<file path="config.mk">
export PLATFORM = sky130hd
export DESIGN_NAME = i2c_resp_regs
export DESIGN_NICKNAME = d
export VERILOG_FILES = /design/src/rtl/i2c_resp_regs.sv
export SDC_FILE = /design/constraint.sdc
export NUM_CORES = 1
export LEC_CHECK = 0
export CAP_MARGIN = 40
export CORE_ASPECT_RATIO = 0.8
export CORE_MARGIN = 8
export CORE_UTILIZATION = 47
export DETAILED_ROUTE_END_ITERATION = 7
export PLACE_DENSITY = 0.74
export SYNTH_ARGS = -nofsm -noshare
export SYNTH_HDL_FRONTEND = slang
export SYNTH_SLANG_ARGS = --single-unit
</file>
<file path="constraint.sdc">
create_clock -name CLK40 -period 3.5 [get_ports CLK40]
set_input_delay 0.7 -clock CLK40 [delete_from_list [all_inputs] [get_ports CLK40]]
set_output_delay 0.7 -clock CLK40 [all_outputs]
set_load 0.1 [all_outputs]
</file>
<file path="src/rtl/i2c_resp_regs.sv">
// I2C target with a byte-wide register bus and auto-incrementing pointer.
// SCL/SDA are oversampled on CLK40, filtered, then decoded by one FSM.
module i2c_resp_regs #(
    parameter logic [6:0] SLAVE_ADDR = 7'h50,
    parameter int         PTR_BITS   = 4,
    parameter int         FILT_LEN   = 3
) (
    input  logic                CLK40,
    input  logic                RST_N,
    input  logic                SCL_IN,
    input  logic                SDA_IN,
    output logic                SDA_OE,
    output logic [PTR_BITS-1:0] REG_ADDR,
    output logic [7:0]          REG_WDATA,
    output logic                REG_WE,
    input  logic [7:0]          REG_RDATA,
    output logic                SELECTED,
    output logic                BUS_BUSY
);

    localparam int             CW     = $clog2(FILT_LEN + 1);
    localparam logic [CW-1:0]  C_LAST = CW'(FILT_LEN - 1);

    typedef enum logic [3:0] {
        S_IDLE,
        S_ADDR,
        S_ADDR_ACK,
        S_PTR,
        S_PTR_ACK,
        S_WDATA,
        S_WDATA_ACK,
        S_RDATA,
        S_RDATA_ACK,
        S_WAIT_STOP
    } state_t;

    logic                r_scl_s1;
    logic                r_scl_s2;
    logic                r_sda_s1;
    logic                r_sda_s2;
    logic                r_scl_f;
    logic                r_sda_f;
    logic [CW-1:0]       r_scl_cnt;
    logic [CW-1:0]       r_sda_cnt;
    logic                r_scl_d;
    logic                r_sda_d;

    state_t              r_state;
    logic [2:0]          r_bit_cnt;
    logic [6:0]          r_rx;
    logic [6:0]          r_tx;
    logic                r_rw;
    logic                r_ack_pend;
    logic                r_full;
    logic                r_inc_pend;
    logic                r_oe;
    logic                r_sel;
    logic                r_busy;
    logic                r_we;
    logic [7:0]          r_wdata;
    logic [PTR_BITS-1:0] r_ptr;

    logic                w_scl_rise;
    logic                w_scl_fall;
    logic                w_start;
    logic                w_stop;
    logic [7:0]          w_byte;

    // Two-flop synchronizers; idle bus level is high.
    always_ff @(posedge CLK40 or negedge RST_N) begin
        if (!RST_N) begin
            r_scl_s1 <= 1'b1;
            r_scl_s2 <= 1'b1;
            r_sda_s1 <= 1'b1;
            r_sda_s2 <= 1'b1;
        end else begin
            r_scl_s1 <= SCL_IN;
            r_scl_s2 <= r_scl_s1;
            r_sda_s1 <= SDA_IN;
            r_sda_s2 <= r_sda_s1;
        end
    end

    // SCL filter: accept a new level after FILT_LEN equal samples.
    always_ff @(posedge CLK40 or negedge RST_N) begin
        if (!RST_N) begin
            r_scl_f   <= 1'b1;
            r_scl_cnt <= '0;
        end else if (r_scl_s2 != r_scl_f) begin
            if (r_scl_cnt == C_LAST) begin
                r_scl_f   <= r_scl_s2;
                r_scl_cnt <= '0;
            end else begin
                r_scl_cnt <= r_scl_cnt + 1'b1;
            end
        end else begin
            r_scl_cnt <= '0;
        end
    end

    // SDA filter: same rule as SCL so both lines see equal latency.
    always_ff @(posedge CLK40 or negedge RST_N) begin
        if (!RST_N) begin
            r_sda_f   <= 1'b1;
            r_sda_cnt <= '0;
        end else if (r_sda_s2 != r_sda_f) begin
            if (r_sda_cnt == C_LAST) begin
                r_sda_f   <= r_sda_s2;
                r_sda_cnt <= '0;
            end else begin
                r_sda_cnt <= r_sda_cnt + 1'b1;
            end
        end else begin
            r_sda_cnt <= '0;
        end
    end

    // Previous filtered levels for edge and bus-condition detection.
    always_ff @(posedge CLK40 or negedge RST_N) begin
        if (!RST_N) begin
            r_scl_d <= 1'b1;
            r_sda_d <= 1'b1;
        end else begin
            r_scl_d <= r_scl_f;
            r_sda_d <= r_sda_f;
        end
    end

    assign w_scl_rise = r_scl_f & ~r_scl_d;
    assign w_scl_fall = ~r_scl_f & r_scl_d;
    assign w_start    = r_scl_f & r_sda_d & ~r_sda_f;
    assign w_stop     = r_scl_f & ~r_sda_d & r_sda_f;
    assign w_byte     = {r_rx, r_sda_f};

    // Protocol FSM with registered bus and register-port outputs.
    always_ff @(posedge CLK40 or negedge RST_N) begin
        if (!RST_N) begin
            r_state    <= S_IDLE;
            r_bit_cnt  <= 3'd0;
            r_rx       <= '0;
            r_tx       <= '0;
            r_rw       <= 1'b0;
            r_ack_pend <= 1'b0;
            r_full     <= 1'b0;
            r_inc_pend <= 1'b0;
            r_oe       <= 1'b0;
            r_sel      <= 1'b0;
            r_busy     <= 1'b0;
            r_we       <= 1'b0;
            r_wdata    <= 8'h00;
            r_ptr      <= '0;
        end else begin
            r_we <= 1'b0;
            if (r_inc_pend) begin
                r_ptr      <= r_ptr + 1'b1;
                r_inc_pend <= 1'b0;
            end
            if (w_start) begin
                r_state    <= S_ADDR;
                r_bit_cnt  <= 3'd0;
                r_ack_pend <= 1'b0;
                r_full     <= 1'b0;
                r_oe       <= 1'b0;
                r_sel      <= 1'b0;
                r_busy     <= 1'b1;
            end else if (w_stop) begin
                r_state    <= S_IDLE;
                r_bit_cnt  <= 3'd0;
                r_ack_pend <= 1'b0;
                r_full     <= 1'b0;
                r_oe       <= 1'b0;
                r_sel      <= 1'b0;
                r_busy     <= 1'b0;
            end else begin
                case (r_state)
                    S_IDLE, S_WAIT_STOP: begin
                        r_oe <= 1'b0;
                    end
                    S_ADDR: begin
                        if (w_scl_rise) begin
                            r_rx      <= w_byte[6:0];
                            r_bit_cnt <= r_bit_cnt + 3'd1;
                            if (r_bit_cnt == 3'd7) begin
                                if (w_byte[7:1] == SLAVE_ADDR) begin
                                    r_rw       <= w_byte[0];
                                    r_ack_pend <= 1'b1;
                                end else begin
                                    r_state <= S_WAIT_STOP;
                                end
                            end
                        end else if (w_scl_fall && r_ack_pend) begin
                            r_ack_pend <= 1'b0;
                            r_oe       <= 1'b1;
                            r_sel      <= 1'b1;
                            r_state    <= S_ADDR_ACK;
                        end
                    end
                    S_ADDR_ACK: begin
                        if (w_scl_fall) begin
                            if (r_rw) begin
                                r_tx    <= REG_RDATA[6:0];
                                r_oe    <= ~REG_RDATA[7];
                                r_state <= S_RDATA;
                            end else begin
                                r_oe    <= 1'b0;
                                r_state <= S_PTR;
                            end
                        end
                    end
                    S_PTR: begin
                        if (w_scl_rise) begin
                            r_rx      <= w_byte[6:0];
                            r_bit_cnt <= r_bit_cnt + 3'd1;
                            if (r_bit_cnt == 3'd7) begin
                                r_ptr      <= w_byte[PTR_BITS-1:0];
                                r_ack_pend <= 1'b1;
                            end
                        end else if (w_scl_fall && r_ack_pend) begin
                            r_ack_pend <= 1'b0;
                            r_oe       <= 1'b1;
                            r_state    <= S_PTR_ACK;
                        end
                    end
                    S_PTR_ACK: begin
                        if (w_scl_fall) begin
                            r_oe    <= 1'b0;
                            r_state <= S_WDATA;
                        end
                    end
                    S_WDATA: begin
                        if (w_scl_rise) begin
                            r_rx      <= w_byte[6:0];
                            r_bit_cnt <= r_bit_cnt + 3'd1;
                            if (r_bit_cnt == 3'd7) begin
                                r_wdata    <= w_byte;
                                r_we       <= 1'b1;
                                r_inc_pend <= 1'b1;
                                r_ack_pend <= 1'b1;
                            end
                        end else if (w_scl_fall && r_ack_pend) begin
                            r_ack_pend <= 1'b0;
                            r_oe       <= 1'b1;
                            r_state    <= S_WDATA_ACK;
                        end
                    end
                    S_WDATA_ACK: begin
                        if (w_scl_fall) begin
                            r_oe    <= 1'b0;
                            r_state <= S_WDATA;
                        end
                    end
                    S_RDATA: begin
                        if (w_scl_rise) begin
                            r_bit_cnt <= r_bit_cnt + 3'd1;
                            if (r_bit_cnt == 3'd7) begin
                                r_full <= 1'b1;
                            end
                        end else if (w_scl_fall) begin
                            if (r_full) begin
                                r_full  <= 1'b0;
                                r_oe    <= 1'b0;
                                r_ptr   <= r_ptr + 1'b1;
                                r_state <= S_RDATA_ACK;
                            end else begin
                                r_tx <= {r_tx[5:0], 1'b0};
                                r_oe <= ~r_tx[6];
                            end
                        end
                    end
                    S_RDATA_ACK: begin
                        if (w_scl_rise) begin
                            if (r_sda_f) begin
                                r_sel   <= 1'b0;
                                r_state <= S_WAIT_STOP;
                            end
                        end else if (w_scl_fall) begin
                            r_tx    <= REG_RDATA[6:0];
                            r_oe    <= ~REG_RDATA[7];
                            r_state <= S_RDATA;
                        end
                    end
                    default: begin
                        r_oe    <= 1'b0;
                        r_state <= S_IDLE;
                    end
                endcase
            end
        end
    end

    assign SDA_OE    = r_oe;
    assign REG_ADDR  = r_ptr;
    assign REG_WDATA = r_wdata;
    assign REG_WE    = r_we;
    assign SELECTED  = r_sel;
    assign BUS_BUSY  = r_busy;

endmodule

</file>
==> impl_metrics.tcl, run 1 <==
set metrics [dict create \
    crit_fanout 8 \
    maxCapViolCount 0 \
    p_sw_w 0.00100 \
    postSynthNetCount 285 \
    p_total_w 0.00237 \
    ant_nets 0 \
    finalCriticalPeriod_ns 2.66 \
    critPathKind "reg2reg" \
    synth-seq-area-share_pct 47.4 \
    cts_root_buf "clkbuf_8" \
    totalWireLength_um 5880 \
    slew_violations 0 \
    p_int_w 0.00137 \
    vias 2119 \
    ir_worst_vdd_mv 0.315 \
    fin_area_um2 3370 \
    synthCells 268 \
    hold_viol_final 0 \
    nets 321 \
    ys_async_sr_fraction_pct 100 \
    dp_hpwl_um 4150 \
    avgSynthCellArea_um2 10.3 \
    portBuffers 27 \
    min_path_cells 0 \
    clk_pin_slew_ns 0.09 \
    design.core.area_um2 5790 \
    cts_tree "built" \
    first_global_vias 2126 \
    viasPerCell 5.49 \
    period_share_pct 76.1 \
    fp.dieH_um 84.6 \
    endpoint_kind "flip-flop" \
    max_freq_mhz 375 \
    relSlewSlack_pct 48.8 \
    reg2reg_setup_slack_ns 0.84 \
    clock_latency_ns 0.32 \
    final_common_cell "dfrtp_1" \
    antenna_cells 0 \
    sequentialPowerShare_pct 41.9 \
    arrival_ns 2.87 \
    wl_per_cell_um 15.2 \
    ctsHtreeMaxLevel 2 \
    synth_edf_count 0 \
    drc 0 \
    grt_pass1_wl_um 10300 \
    gp_congestion 0.841 \
    synth_area_um2 2760 \
    timing.hold.ws_ns 0.360 \
    hold_class "reg2reg" \
    finalSetupViolations 0 \
    ios 28 \
    die_x_um 102 \
    rows 25 \
    p_per_area_nw_per_um2 704 \
    ys_seq_elements 52 \
    r2r_end "r_state[2]" \
    critical_path_required_ns 3.71 \
    antenna_found_initial 0 \
    p_sw_share_pct 42.3 \
    fin_worst_skew_ns 0.0123 \
    start_util_pct 47.8 \
    synth_cell_types 57 \
    cts.path.max_buffers 2 \
    grt_max_degree 38 \
    r2r_start "r_scl_f" \
    rr_worst_depth 7 \
    p_comb_share_pct 43.0 \
    status "finished, final reports clean" \
    yosysWarnings 0 \
    power_frac_clock_pct 15.2 \
    worst_hold_path.endpoint "r_scl_s2" \
    numCtsBuffers 5 \
    grt-ovfl-total 0 \
    synth-main-ff-cell "dfrtp_1" \
    grt_usage_pct 14.8 \
    hp-start "r_scl_s1" \
    layout-drive-gt1-share_pct 18.0 \
    placed_area_um2 3270 \
    worstSetupStartpoint "r_scl_f" \
    worst_pin_slew_ns 0.768 \
    area_growth_pct 21.8 \
    rsz0062_at_grt "no" \
    leakagePower_nw 1.46 \
    firstDrtPassIters 4 \
    final_cell_mix "44 x dfrtp_1, 24 x nand2_1, 21 x clkdlybuf4s50_1" \
    dr.first_iter.drc_count 155 \
    post_cts_buffers 0 \
    fin_tns_setup_ns 0 \
    cts-resized-gates 0 \
    dieArea_um2 8610 \
    clock_sinks 52 \
    start_kind "flip-flop" \
    cts_hold_repair.buffers 0 \
]
## cell usage after synthesis, drive strengths merged (6+ instances only)
cell	count	share of area, %
dfstp	8	7.6
a21oi	15	2.7
inv	9	1.2
nor2	19	2.6
nand3	6	1.1
dfrtp	44	40
nand2	24	3.3
o21ai	17	3.1
clkbuf	11	1.5
nor3	13	2.9
mux2	27	11
## layout make-up
cell class / instances / area [um^2]
Tap cell: 81 / 101
Multi-Input combinational cell: 195 / 1370
Clock buffer: 5 / 68.8
Sequential cell: 52 / 1310
Inverter: 9 / 33.8
Fill cell: 483 / 2420
Clock inverter: 3 / 25.0
Timing Repair Buffer: 41 / 453
## kinds of logic after synthesis
| kind of cell | count (synthesis) | synth area share, % |
|---|---|---|
| XOR/XNOR | 10 | 3.17 |
| adder cells (fa/ha/maj) | 5 | 2.26 |
| AO/OA/AOI/OAI | 52 | 11.7 |
| flip-flops | 52 | 47.4 |
| buffers and inverters | 21 | 2.90 |
| AND/OR/NAND/NOR | 97 | 20.1 |
| multiplexers | 31 | 12.4 |
## worst max path at each step
stage | end | slack, ns | depth (start not counted)
after floorplan | r_state[0] | 0.93 | 7
final | r_state[2] | 0.84 | 7
after global routing | r_state[0] | 0.71 | 7
after CTS | r_state[2] | 0.83 | 7
after global placement | r_state[2] | 0.95 | 7
after detailed placement | r_state[2] | 0.85 | 7
## critical path: stages (launching register included)
cell and delay, ns:
dfstp_2 0.62, ha_1 0.18, or3b_4 0.40, and4_4 0.19, or4_4 0.53, nor3_4 0.31
o221ai_1 0.18, o211a_1 0.15
## flip-flops by register name, summed over array words and instances, names as in the netlist, 2 cells and up
signal	count
r_bit_cnt	3
REG_ADDR	4
r_tx	7
r_sda_cnt	2
r_rx	7
r_state	4
r_scl_cnt	2
REG_WDATA	8
## per-stage QoR
stage	util, %	setup WS (ns)	std cells
detailed placement	56.5	0.848	378
global route	58.2	0.713	386
global placement	53.5	0.947	367
CTS	58.2	0.833	386
finish	58.2	0.836	386
floorplan	-	0.932	268
## power by group through the flow
stage | Clock, W | Combinational (W) | Sequential, W
after global routing | 0.000393 | 0.00111 | 0.00103
after CTS | 0.000371 | 0.00102 | 0.000993
after detailed placement | 0 | 0.00101 | 0.00101
after global placement | 0 | 0.000943 | 0.000994
after floorplan | 0 | 0.000741 | 0.000978
final | 0.000359 | 0.00102 | 0.000992
## routing by layer
metal	GRT usage (%)	vias up	routed length, um
met5	0	-	0
met4	5.80	0	88
met2	21.8	51	2610
met3	3.72	8	301
li1	-	1032	-
met1	20.0	1028	2890
Power figures use the tool's default switching activity.
==> run 2, diff against run 1 <==
--- a/config.mk
+++ b/config.mk
@@ -10,7 +10,7 @@
 export CORE_MARGIN = 8
 export CORE_UTILIZATION = 47
 export DETAILED_ROUTE_END_ITERATION = 7
-export PLACE_DENSITY = 0.74
+export PLACE_DENSITY = 0.77
 export SYNTH_ARGS = -nofsm -noshare
 export SYNTH_HDL_FRONTEND = slang
 export SYNTH_SLANG_ARGS = --single-unit
==> constraint.sdc (replaced) <==
create_clock -name CLK40 -period 2.4 [get_ports CLK40]
set_input_delay 0.48 -clock CLK40 [delete_from_list [all_inputs] [get_ports CLK40]]
set_output_delay 0.48 -clock CLK40 [all_outputs]
set_load 0.1 [all_outputs]
==> run 2 against run 1 <==
  * The run now ends with negative setup slack left
  * Combinational power rose by 68%
  * Non-clock buffer count is 6 higher
  * Sequential share of layout area grew 0.69 points
  * Utilization shrank 1.0 points
  * Final area is 1.7% lower
==> impl_metrics.tcl, run 2 (synthesis results as in run 1) <==
set metrics [dict create \
    failed_checks "negative setup slack" \
    fin_tns_setup_ns -0.0824 \
    grt-ovfl-total 0 \
    ir_worst_vdd_mv 0.535 \
    design.core.area_um2 5790 \
    wl_met2_um 2660 \
    fin_worst_skew_ns 0.00693 \
    maxCapViolCount 0 \
    layout-drive-gt1-share_pct 23.8 \
    wl_met3_um 296 \
    wl_per_cell_um 15.3 \
    critical_path_required_ns 2.61 \
    cts_tree "built" \
    clock_latency_ns 0.32 \
    grt_pass1_wl_um 10500 \
    finalSetupViolations 3 \
    dp_hpwl_um 4270 \
    num-fill-cells 490 \
    slew_violations 0 \
    slowest_stage "dfstp_2" \
    totalWireLength_um 5990 \
    vias 2157 \
    fin_util_pct 57.1 \
    timing.hold.ws_ns 0.263 \
    hold_class "in2async" \
    finalCriticalPeriod_ns 2.45 \
    final_common_cell "dfrtp_1" \
    cpPeakStageDelay_ns 0.56 \
    ant_nets 0 \
    firstDrtPassIters 4 \
    ios 28 \
    grt_usage_pct 15.3 \
    cts.path.max_buffers 2 \
    dr.first_iter.drc_count 169 \
    largest_reg_flops 8 \
    rsz0062_at_grt "yes" \
    first_global_vias 2072 \
    antenna_cells 0 \
    start_kind "flip-flop" \
    rows 25 \
    die_x_um 102 \
    critPathKind "reg2reg" \
    status "complete, but fails checks" \
    ctsHtreeMaxLevel 2 \
    numCtsBuffers 5 \
    critical_path.cell_chain "ha_4 > or3b_4 > and4_4 > or4_4 > nor3_4 > o221ai_1 > o211a_1" \
    leakagePower_nw 1.48 \
    portBuffers 27 \
    drc 0 \
    cts_root_buf "clkbuf_8" \
    start_util_pct 47.8 \
    cts_hold_repair.buffers 0 \
    wl_met1_um 2960 \
    worst_slack_ns -0.0450 \
    crit_fanout 6 \
    p_per_area_nw_per_um2 1080 \
    antenna_found_initial 0 \
    relSlewSlack_pct 57.2 \
    worst_pin_slew_ns 0.637 \
    hold_viol_final 0 \
    endpoint_kind "flip-flop" \
    clk_pin_slew_ns 0.10 \
    clock_sinks 52 \
    period_share_pct 102 \
    area_growth_pct 19.6 \
    nets 327 \
    fp.dieH_um 84.6 \
    dieArea_um2 8610 \
    final_cell_mix "44 x dfrtp_1, 36 x buf_4, 24 x nand2_1" \
    arrival_ns 2.66 \
    gp_congestion 0.922 \
    viasPerCell 5.50 \
    top_layer "met4" \
    grt_max_degree 53 \
    max_freq_mhz 409 \
]
==> run 2: cell count changes in the layout (fill, tap and decap cells not counted), sizes merged <==
cell           previous run  this run
buf                      20        37
clkinvlp                  1         0
inv                      11        12
clkdlybuf4s50            21        10
==> run 2: worst paths after layout <==
kind	start	to	slack, ns	cells after the start
max	r_scl_f	r_state[2]	-0.05	7
min	RST_N	REG_WDATA[1]	0.26	2
max reg2reg	r_scl_f	r_state[2]	-0.05	7
min reg2reg	r_scl_s1	r_scl_s2	0.36	0
max in group asynchronous	RST_N	r_state[3]	1.71	2
min in group CLK40	r_scl_s1	r_scl_s2	0.36	0
==> run 2: final cells by class <==
cell class	instances	area [um^2]	area share [%]
Multi-Input combinational cell	195	1390	42.0
Sequential cell	52	1310	39.7
Timing Repair Buffer	47	375	11.4
Tap cell	81	101	3.06
Clock buffer	5	68.8	2.08
Inverter	9	33.8	1.02
Clock inverter	3	28.8	0.870
==> run 2: report_power, final <==
| part | internal (W) | switching [W] |
|---|---|---|
| sequential | 0.00113 | 0.000196 |
| combinational | 0.000712 | 0.000997 |
| clock | 0.000221 | 0.000325 |
| total | 0.00206 | 0.00152 |
==> run 2: stage by stage <==
stage	area [um^2]	power, W	cells	worst slack, ns
global route	3310	0.00384	392	-0.134
CTS	3300	0.00358	392	-0.0401
detailed placement	3200	0.00301	383	-0.0201
floorplan	2780	0.00252	268	-0.0446
global placement	3200	0.00297	383	0.0255
finish	3310	0.00358	392	-0.0450
==> run 2: worst max-delay path: cells and delay by family (launching register included) <==
| kind | cells | cell delay (ns) |
|---|---|---|
| compound gates | 2 | 0.32 |
| fa+ha+maj | 1 | 0.13 |
| flops | 1 | 0.56 |
| simple gates | 4 | 1.33 |
==> run 2: per-layer routing <==
| layer | track usage (%) | vias to the layer above |
|---|---|---|
| li1 | - | 1051 |
| met1 | 22.8 | 1036 |
| met2 | 21.1 | 62 |
| met3 | 3.22 | 8 |
| met4 | 4.45 | 0 |
| met5 | 0 | - |
==> run 2: timing repair <==
item | 4_1_cts | 5_1_grt
pin swaps | 0 | 2
hold endpoints to repair | 0 | 0
gates resized for setup | 0 | 1
setup buffers | 1 | 0
endpoints found under the setup margin | 3 | 4
==> run 3, diff against run 2 <==
==> constraint.sdc (replaced) <==
create_clock -name CLK40 -period 2.2 [get_ports CLK40]
set_input_delay 0.44 -clock CLK40 [delete_from_list [all_inputs] [get_ports CLK40]]
set_output_delay 0.44 -clock CLK40 [all_outputs]
set_load 0.1 [all_outputs]
==> run 3 against run 2 <==
  * Clock power increased by 25%
  * The flow still finishes with violations (negative setup slack)
  * Worst setup slack got worse by 0.28 ns
  * Utilization increased by 3.3 points
  * Clock-buffer cell count increased by 1
  * Maximum frequency decreased by 3.3%
  * Combinational power increased by 29%
  * Flip-flop and latch count unchanged
  * Die area unchanged
  * Largest power group unchanged
  * Critical path type unchanged
==> impl_metrics.tcl, run 3 (synthesis results as in run 1) <==
set metrics [dict create \
    placed_area_um2 3240 \
    grt-ovfl-total 0 \
    maxCapViolCount 0 \
    worst_pin_slew_ns 0.480 \
    nets 339 \
    failed_checks "negative setup slack" \
    clk_pin_slew_ns 0.09 \
    final_cell_mix "46 x buf_4, 43 x dfrtp_1, 24 x nand2_1" \
    ant_nets 0 \
    ir_worst_vdd_mv 0.589 \
    grt_max_degree 23 \
    totalWireLength_um 6450 \
    antenna_found_initial 0 \
    critPathKind "reg2reg" \
    cts_hold_repair.buffers 0 \
    arrival_ns 2.72 \
    dp.cells 388 \
    cts.path.max_buffers 2 \
    drc 0 \
    leakagePower_nw 1.57 \
    dieArea_um2 8610 \
    layout-drive-gt1-share_pct 30.3 \
    hold_viol_final 0 \
    start_kind "flip-flop" \
    p_per_area_nw_per_um2 1230 \
    fin_area_um2 3500 \
    endpoint_kind "flip-flop" \
    finalCriticalPeriod_ns 2.53 \
    final_common_cell "buf_4" \
    cts_root_buf "clkbuf_8" \
    largest_reg_flops 8 \
    vias 2251 \
    max_freq_mhz 395 \
    period_share_pct 115 \
    area_growth_pct 26.5 \
    status "complete, but fails checks" \
    fp.dieH_um 84.6 \
    dr.first_iter.drc_count 215 \
    clock_sinks 52 \
    first_global_vias 2289 \
    dp_hpwl_um 4560 \
    portBuffers 27 \
    critical_path_required_ns 2.39 \
    ios 28 \
    design.core.area_um2 5790 \
    finalSetupViolations 4 \
    rows 25 \
    grt_usage_pct 15.3 \
    numCtsBuffers 5 \
    viasPerCell 5.57 \
    rsz0062_at_grt "yes" \
    grt_pass1_wl_um 10700 \
    wl_per_cell_um 16.0 \
    firstDrtPassIters 5 \
    fin_worst_skew_ns 0.00621 \
    hold_class "in2async" \
    gp_congestion 0.930 \
    finalNonFillerCells 404 \
    die_x_um 102 \
    p_total_w 0.00431 \
    ctsHtreeMaxLevel 2 \
    relSlewSlack_pct 67.7 \
    slew_violations 0 \
    cts_tree "built" \
    crit_fanout 4 \
    worst_slack_ns -0.329 \
    start_util_pct 47.8 \
    clock_latency_ns 0.30 \
    antenna_cells 0 \
]
==> run 3: cell count changes in the layout (fill, tap and decap cells not counted), moves of 2 or more <==
| cell | previous run | this run |
|---|---|---|
| buf_6 | 0 | 2 |
| inv_6 | 2 | 0 |
| buf_4 | 36 | 46 |
| a21oi_2 | 0 | 3 |
| or2_1 | 2 | 0 |
| a21oi_1 | 15 | 12 |
| or2_4 | 0 | 2 |
==> run 3: repair_timing <==
action / 4_1_cts / 5_1_grt
setup buffers: 1 / 8
resized for setup: 1 / 16
setup endpoints to repair: 5 / 15
pin swaps: 0 / 6
==> run 3: worst paths after layout <==
path | slack (ns) | start | end | cells after the start
hold reg to reg | 0.36 | r_scl_s1 | r_scl_s2 | 0
setup / recovery | -0.33 | r_scl_f | r_state[2] | 8
setup reg to reg | -0.33 | r_scl_f | r_state[2] | 8
min in group CLK40 | 0.36 | r_scl_s1 | r_scl_s2 | 0
max in group asynchronous | 1.45 | RST_N | r_scl_s1 | 2
hold / removal | 0.08 | RST_N | REG_WDATA[1] | 1
==> run 3: critical path: stages, from the launching register on <==
cell and delay, ns:
dfstp_2 0.56, ha_4 0.12, or3b_4 0.37, and4_4 0.18, or4_4 0.53, nor3_4 0.28, buf_4 0.17, o221ai_2 0.07
o211a_1 0.13
==> run 3: layout make-up <==
| type | instances | area (um^2) |
|---|---|---|
| clock buffers | 6 | 82.6 |
| multi-input cells | 195 | 1450 |
| well taps | 81 | 101 |
| fillers | 458 | 2290 |
| repair buffers | 59 | 473 |
| inverters | 9 | 33.8 |
| flip-flops and latches | 52 | 1310 |
| clock inverters | 2 | 38.8 |
==> run 3: per-layer routing <==
metal  global-route usage (%)  vias to the layer above  part of all wire [%]
li1                         -                     1069                     -
met1                     21.6                     1091                    45
met2                     22.5                       83                    46
met3                     3.39                        8                   7.7
met4                     4.59                        0                  0.96
met5                        0                        -                     0
==> run 3: report_power, final <==
part | total [W] | switching (W) | internal (W)
Sequential | 0.00143 | 0.000199 | 0.00123
Combinational | 0.00220 | 0.00123 | 0.000967
Clock | 0.000684 | 0.000312 | 0.000372
Total | 0.00431 | 0.00174 | 0.00257
==> run 3: per-stage QoR <==
step	utilization [%]	hold slack (ns)	setup WS, ns	TNS [ns]
floorplan	-	0.144	-0.245	-0.878
finish	60.4	0.0795	-0.329	-1.14
global route	60.4	0.108	-0.390	-1.45
global placement	55.9	0.346	-0.164	-0.547
detailed placement	55.9	0.347	-0.228	-0.771
CTS	58.3	0.0853	-0.226	-0.766
